`src/rtl/uart_pkg.sv`:
```
// Shared UART definitions: FSM state encodings and frame/oversampling constants.
package uart_pkg;

    localparam int unsigned DATA_BITS = 8;
    localparam int unsigned MID_TICKS = 8;
    localparam int unsigned BIT_TICKS = 16;

    localparam int unsigned TICK_CW = $clog2(BIT_TICKS);
    localparam int unsigned BIT_CW  = $clog2(DATA_BITS);

    // Terminal counts used by both cores
    localparam logic [TICK_CW-1:0] MID_LAST  = TICK_CW'(MID_TICKS - 1);
    localparam logic [TICK_CW-1:0] BIT_LAST  = TICK_CW'(BIT_TICKS - 1);
    localparam logic [BIT_CW-1:0]  DATA_LAST = BIT_CW'(DATA_BITS - 1);

    typedef enum logic [1:0] {
        RX_IDLE,
        RX_START,
        RX_DATA,
        RX_STOP
    } rx_state_t;

    typedef enum logic [1:0] {
        TX_IDLE,
        TX_START,
        TX_DATA,
        TX_STOP
    } tx_state_t;

endpackage

```
`src/rtl/uart_baud_tick.sv`:
```
// Free-running oversampling tick generator shared by the RX and TX cores.
module uart_baud_tick #(
    parameter int unsigned CLK_FREQ   = 100_000_000,
    parameter int unsigned BAUD       = 9600,
    parameter int unsigned OVERSAMPLE = 16
) (
    input  logic clk,
    input  logic rst,
    output logic tick
);

    localparam int unsigned DIV = CLK_FREQ / (BAUD * OVERSAMPLE);
    localparam int unsigned CW  = (DIV > 1) ? $clog2(DIV) : 1;
    localparam logic [CW-1:0] LAST = CW'(DIV - 1);

    logic [CW-1:0] cnt;

    // Count 0..DIV-1 and emit a one-cycle tick on the wrap
    always_ff @(posedge clk) begin
        if (!rst) begin
            cnt  <= '0;
            tick <= 1'b0;
        end else if (cnt == LAST) begin
            cnt  <= '0;
            tick <= 1'b1;
        end else begin
            cnt  <= cnt + CW'(1);
            tick <= 1'b0;
        end
    end

endmodule

```
`src/rtl/uart_rx_core.sv`:
```
// 8N1 receiver: synchronises the line, samples mid-bit, strobes each good byte.
module uart_rx_core
    import uart_pkg::*;
(
    input  logic                 clk,
    input  logic                 rst,
    input  logic                 tick,
    input  logic                 line,
    output logic [DATA_BITS-1:0] data,
    output logic                 done
);

    logic                 sync1, rx_s;
    rx_state_t            state, state_next;
    logic [TICK_CW-1:0]   tick_cnt, tick_next;
    logic [BIT_CW-1:0]    bit_cnt, bit_next;
    logic [DATA_BITS-1:0] shift, shift_next;
    logic [DATA_BITS-1:0] data_next;
    logic                 done_next;
    // Cleared by a framing error so a held-low line is not taken as a new start
    logic                 armed, armed_next;

    // Two-flop synchroniser for the asynchronous serial input (idles high)
    always_ff @(posedge clk) begin
        if (!rst) begin
            sync1 <= 1'b1;
            rx_s  <= 1'b1;
        end else begin
            sync1 <= line;
            rx_s  <= sync1;
        end
    end

    // State and datapath registers
    always_ff @(posedge clk) begin
        if (!rst) begin
            state    <= RX_IDLE;
            tick_cnt <= '0;
            bit_cnt  <= '0;
            shift    <= '0;
            data     <= '0;
            done     <= 1'b0;
            armed    <= 1'b1;
        end else begin
            state    <= state_next;
            tick_cnt <= tick_next;
            bit_cnt  <= bit_next;
            shift    <= shift_next;
            data     <= data_next;
            done     <= done_next;
            armed    <= armed_next;
        end
    end

    // Next-state and datapath logic; every count advances only on a baud tick
    always_comb begin
        state_next = state;
        tick_next  = tick_cnt;
        bit_next   = bit_cnt;
        shift_next = shift;
        data_next  = data;
        done_next  = 1'b0;
        armed_next = armed;
        case (state)
            RX_IDLE: begin
                if (rx_s) begin
                    armed_next = 1'b1;
                end else if (armed) begin
                    state_next = RX_START;
                    tick_next  = '0;
                end
            end
            RX_START: begin
                if (tick) begin
                    if (tick_cnt == MID_LAST) begin
                        tick_next  = '0;
                        bit_next   = '0;
                        state_next = rx_s ? RX_IDLE : RX_DATA;
                    end else begin
                        tick_next = tick_cnt + TICK_CW'(1);
                    end
                end
            end
            RX_DATA: begin
                if (tick) begin
                    if (tick_cnt == BIT_LAST) begin
                        tick_next  = '0;
                        shift_next = {rx_s, shift[DATA_BITS-1:1]};
                        if (bit_cnt == DATA_LAST) begin
                            state_next = RX_STOP;
                        end else begin
                            bit_next = bit_cnt + BIT_CW'(1);
                        end
                    end else begin
                        tick_next = tick_cnt + TICK_CW'(1);
                    end
                end
            end
            RX_STOP: begin
                if (tick) begin
                    if (tick_cnt == BIT_LAST) begin
                        tick_next  = '0;
                        state_next = RX_IDLE;
                        if (rx_s) begin
                            data_next = shift;
                            done_next = 1'b1;
                        end else begin
                            armed_next = 1'b0;
                        end
                    end else begin
                        tick_next = tick_cnt + TICK_CW'(1);
                    end
                end
            end
            default: state_next = RX_IDLE;
        endcase
    end

endmodule

```
`src/rtl/uart_tx_core.sv`:
```
// 8N1 transmitter: latches a byte on load while idle and shifts it out LSB first.
module uart_tx_core
    import uart_pkg::*;
(
    input  logic                 clk,
    input  logic                 rst,
    input  logic                 tick,
    input  logic                 load,
    input  logic [DATA_BITS-1:0] data,
    output logic                 line
);

    tx_state_t            state, state_next;
    logic [TICK_CW-1:0]   tick_cnt, tick_next;
    logic [BIT_CW-1:0]    bit_cnt, bit_next;
    logic [DATA_BITS-1:0] shift, shift_next;
    logic                 line_next;

    // State, datapath and registered line output
    always_ff @(posedge clk) begin
        if (!rst) begin
            state    <= TX_IDLE;
            tick_cnt <= '0;
            bit_cnt  <= '0;
            shift    <= '0;
            line     <= 1'b1;
        end else begin
            state    <= state_next;
            tick_cnt <= tick_next;
            bit_cnt  <= bit_next;
            shift    <= shift_next;
            line     <= line_next;
        end
    end

    // Next-state logic; the line value is computed for the state being entered
    always_comb begin
        state_next = state;
        tick_next  = tick_cnt;
        bit_next   = bit_cnt;
        shift_next = shift;
        line_next  = line;
        case (state)
            TX_IDLE: begin
                line_next = 1'b1;
                if (load) begin
                    shift_next = data;
                    tick_next  = '0;
                    state_next = TX_START;
                    line_next  = 1'b0;
                end
            end
            TX_START: begin
                if (tick) begin
                    if (tick_cnt == BIT_LAST) begin
                        tick_next  = '0;
                        bit_next   = '0;
                        state_next = TX_DATA;
                        line_next  = shift[0];
                    end else begin
                        tick_next = tick_cnt + TICK_CW'(1);
                    end
                end
            end
            TX_DATA: begin
                if (tick) begin
                    if (tick_cnt == BIT_LAST) begin
                        tick_next = '0;
                        if (bit_cnt == DATA_LAST) begin
                            state_next = TX_STOP;
                            line_next  = 1'b1;
                        end else begin
                            bit_next   = bit_cnt + BIT_CW'(1);
                            shift_next = {1'b0, shift[DATA_BITS-1:1]};
                            line_next  = shift[1];
                        end
                    end else begin
                        tick_next = tick_cnt + TICK_CW'(1);
                    end
                end
            end
            TX_STOP: begin
                if (tick) begin
                    if (tick_cnt == BIT_LAST) begin
                        tick_next  = '0;
                        state_next = TX_IDLE;
                        line_next  = 1'b1;
                    end else begin
                        tick_next = tick_cnt + TICK_CW'(1);
                    end
                end
            end
            default: begin
                state_next = TX_IDLE;
                line_next  = 1'b1;
            end
        endcase
    end

endmodule

```
`src/rtl/uart_loopback_top.sv`:
```
// UART echo: every correctly received byte is reported and retransmitted.
module uart_loopback_top #(
    parameter int unsigned CLK_FREQ   = 100_000_000,
    parameter int unsigned BAUD       = 9600,
    parameter int unsigned OVERSAMPLE = 16
) (
    input  logic       clk,
    input  logic       rst,
    input  logic       uart_rx,
    output logic       uart_tx,
    output logic [7:0] rx_data,
    output logic       rx_done
);

    logic tick;

    uart_baud_tick #(
        .CLK_FREQ  (CLK_FREQ),
        .BAUD      (BAUD),
        .OVERSAMPLE(OVERSAMPLE)
    ) u_baud (
        .clk (clk),
        .rst (rst),
        .tick(tick)
    );

    uart_rx_core u_rx (
        .clk (clk),
        .rst (rst),
        .tick(tick),
        .line(uart_rx),
        .data(rx_data),
        .done(rx_done)
    );

    // Loopback: a byte arriving while TX is busy is simply not loaded
    uart_tx_core u_tx (
        .clk (clk),
        .rst (rst),
        .tick(tick),
        .load(rx_done),
        .data(rx_data),
        .line(uart_tx)
    );

endmodule

```
`config.mk`:
```
export PLATFORM = sky130hd
export DESIGN_NAME = uart_loopback_top
export DESIGN_NICKNAME = d
export VERILOG_FILES = /design/src/rtl/uart_pkg.sv /design/src/rtl/uart_baud_tick.sv /design/src/rtl/uart_rx_core.sv /design/src/rtl/uart_tx_core.sv /design/src/rtl/uart_loopback_top.sv
export SDC_FILE = /design/constraint.sdc
export NUM_CORES = 1
export LEC_CHECK = 0
export BUFFER_PORTS_ARGS = -buffer_cell sky130_fd_sc_hd__buf_2
export CORE_MARGIN = 2
export CORE_UTILIZATION = 60
export DETAILED_ROUTE_END_ITERATION = 6
export PLACE_DENSITY = 0.78
export SLEW_MARGIN = 10
export SYNTH_ARGS = -nofsm -noshare
export SYNTH_HDL_FRONTEND = slang
export SYNTH_HIERARCHICAL = 1
export SYNTH_SLANG_ARGS = --single-unit
```
`constraint.sdc`:
```
create_clock -name clk -period 4.7 [get_ports clk]
set_input_delay 1.175 -clock clk [delete_from_list [all_inputs] [get_ports clk]]
set_output_delay 1.175 -clock clk [all_outputs]
set_load 0.05 [all_outputs]
```
==> results.md <==
* Outcome: completed
* GRT Total Usage at 0.222
* Largest net degree at the start of global routing at 47
* IO Count at 13
* WS Path Type: reg2reg
* DIE WIDTH at ~72 um
* Share of layout cells above drive strength 1 at 0.127
* Detailed placement HPWL at between 3 and 4 mm
* RSZ-0062 raised after global routing: no
* Post-Syn Area at 2790 um2
* Initial DRC count at 170
* Clock latency on the worst-skew pair at approximately 350 ps
* Synth-to-Final Area Change at 9.87%
* Commonest non-fill, non-tap cell in the layout: dfxtp_1
* FMAX at roughly 430 MHz
* Min cycle time layout at around 2300 ps
* Worst hold endpoint: u_rx/rx_s
* Final Routed Wirelength at just over 5 mm
* Min-delay worst type: reg2reg
* Finished Cell Area at ~3000 um2
* # clock sinks at 58
* Number of fill cells at 346
* Initial Util at 0.632
* # H-tree levels at 3
* DRT Pass-1 Iters at 4
* Most frequent cells in the layout: dfxtp_1, nand2_1, nor2_1
* Net count, final at between 300 and 400
* Worst Skew at ~5.8 ps
* Vias at about 2,100
* Clock power frac at 0.424
* Final TNS setup at 0 ps
* Critical Path Sink Type: register
* Yosys cell types at 50
* DRC Markers at 0
* Detail Route Antenna Nets at 0
* Area after DPL at around 2800 um2
* Slew Limit Headroom at 0.404
* Post-Syn Instances at a little over 300
* CORE AREA at around 4400 um2
* Final non-filler cell total at ~370
* Net count after synthesis at 319
* I/O Buffers at 12
* Net Sw Power at around 0.33 mW
* Final Slew Violations at 0
* CTS-repair resized insts at 0
* Switching Fraction at 0.267
* Power share of the combinational group at 0.131
* CTS clk-pin slew, worst paths at approximately 70 ps
* Worst hold start: u_rx/sync1
* Setup violators final at 0
* Die Y-Extent at a little over 70 um
* Crit-path max FO at 15
* Final number of hold-violating endpoints at 0
* Inst Count DP at 352
* Async set-reset flop share out of synthesis at 0
* Flop-to-flop setup slack at about 2400 ps
* RD Place Congestion at around 0.74
* Peak VDD IR at between 0.2 and 0.3 mV
* Global-route congestion overflow total at 0
* Setup crit start kind: register
* WL/cell at between 10 and 15 um
* Inserted Diodes at 0
* CTS root buf: clkbuf_8
* Leakage at approximately 1.2 nW
* Cts hold-fix bufs at 0
* Number of global-route vias before repair at about 1,900
* CP arrival at 2600 ps
* Sequential fraction of the synthesis area at 0.416
* Syn_area_per_cell at about 9.2 um2
* PwrDens at between 400 and 500 nW/um2
* Crit Reg-Reg Endpoint: u_tx/shift[7]
* Num CTS Buffers at 9
* Slew at the pin closest to its max-slew limit at between 800 and 900 ps
* Register-to-Register Path Depth at 6
* Clk buf depth at 2
* Critical Path RT at between 4000 and 5000 ps
* CTS tree: yes
* Vias per cell at 5.81
* First-pass GRT wire length at between 8 and 9 mm
* Area of the die at approximately 5200 um2
* Top FF cell, synth: dfxtp_1
* Register bit total from synthesis at 58
* Synth warnings at 6
* Hold path depth at 1
* Initial antenna violation count at 0
* Cell Int Power at 0.900 mW
* EDFF count, synth at 0
* Reg power frac at 0.445
* R2R Path Start: u_tx/state[0]
* Row count at 24
* Post-route clock period utilization at 0.493
* Max cap viols at 0
* Setup Buffers After CTS at 0
[how the worst max path moves through the flow]
stage / from / endpoint / slack, ps / depth (start not counted)
finish: u_tx/state[0] / u_tx/shift[7] / 2380 / 6
global route: rst / register / 2190 / 4
CTS: u_tx/state[0] / u_tx/shift[7] / 2380 / 6
detailed placement: rst / register / 2030 / 4
global placement: rst / register / 2080 / 4
floorplan: rst / u_tx/state[0] / 2740 / 3
[power by group through the flow]
stage / clock network, mW / logic (mW) / registers, mW
after floorplan: 0 / 0.134 / 0.559
after global placement: 0 / 0.158 / 0.556
after detailed placement: 0 / 0.160 / 0.557
after CTS: 0.531 / 0.160 / 0.546
after global routing: 0.551 / 0.181 / 0.550
final: 0.521 / 0.161 / 0.546
[layout make-up]
type	instances	area, um2	share of cell area
Clock buffer	10	138	0.0449
Clock inverter	6	88.8	0.0290
Inverter	7	26.3	0.00857
Multi-Input combinational cell	223	1530	0.498
Sequential cell	58	1160	0.379
Tap cell	52	65.1	0.0212
Timing Repair Buffer	12	60.1	0.0196
[sequential cells by signal (all words and copies together), names as in the netlist, 3 cells and up, named ones only]
name / flops
u_tx/shift: 8
u_rx/data: 8
u_rx/shift: 8
u_rx/bit_cnt: 3
u_tx/bit_cnt: 3
u_tx/tick_cnt: 4
u_baud/cnt: 10
u_rx/tick_cnt: 4
[routing by layer]
metal,vias to the layer above,GRT usage,wire length [um]
met1,1002,0.309,2480
li1,1089,-,-
met4,0,0.136,121
met5,-,0,0
met3,9,0.0486,177
met2,37,0.314,2290
[synthesized netlist by cell type (all sizes together), types with 2 or more instances]
library cell	number	area [um2]
nor2b	9	56.3
dfxtp	58	1160
nand2	29	109
ha	13	163
or3	7	43.8
o211a	7	70.1
and2	4	25.0
buf	8	50.0
nor3b	2	20.0
o221a	2	22.5
nand3b	2	15.0
xnor2	4	35.0
nand2b	7	43.8
a21oi	12	60.1
o21a	3	22.5
o31ai	3	36.3
o21ai	21	105
and4	2	18.8
mux2i	21	210
clkbuf	7	26.3
inv	7	26.3
nand4	4	61.3
nor4	2	12.5
nand3	22	110
a31oi	3	18.8
a21boi	2	15.0
nor2	28	105
nor3	2	10.0
[cell families after synthesis]
kind of cell	Yosys count	synth area share
adders and majority gates	13	0.0583
buffers and inverters	22	0.0368
xor gates and xnor gates	5	0.0157
AOI/OAI and AO/OA	60	0.153
and+or+nand+nor	123	0.241
DFF	58	0.416
muxes	22	0.0794
[metrics by stage]
| step | power, mW | hold slack, ps | utilization | setup slack (ps) |
|---|---|---|---|---|
| 2_1_floorplan | 0.693 | 386 | - | 2740 |
| 3_3_place_gp | 0.714 | 400 | 0.643 | 2080 |
| 3_5_place_dp | 0.716 | 400 | 0.643 | 2030 |
| 4_1_cts | 1.24 | 416 | 0.694 | 2380 |
| 5_1_grt | 1.28 | 438 | 0.694 | 2190 |
| 6_report | 1.23 | 415 | 0.694 | 2380 |
[worst max-delay path, stage by stage, from the launching register on]
cell and delay [ps]:
dfxtp_1 350, inv_1 120, ha_1 580, inv_2 170, o31ai_4 460, and2_1 370
a41o_1 210
Note: power is estimated with default switching activity, not from simulation.
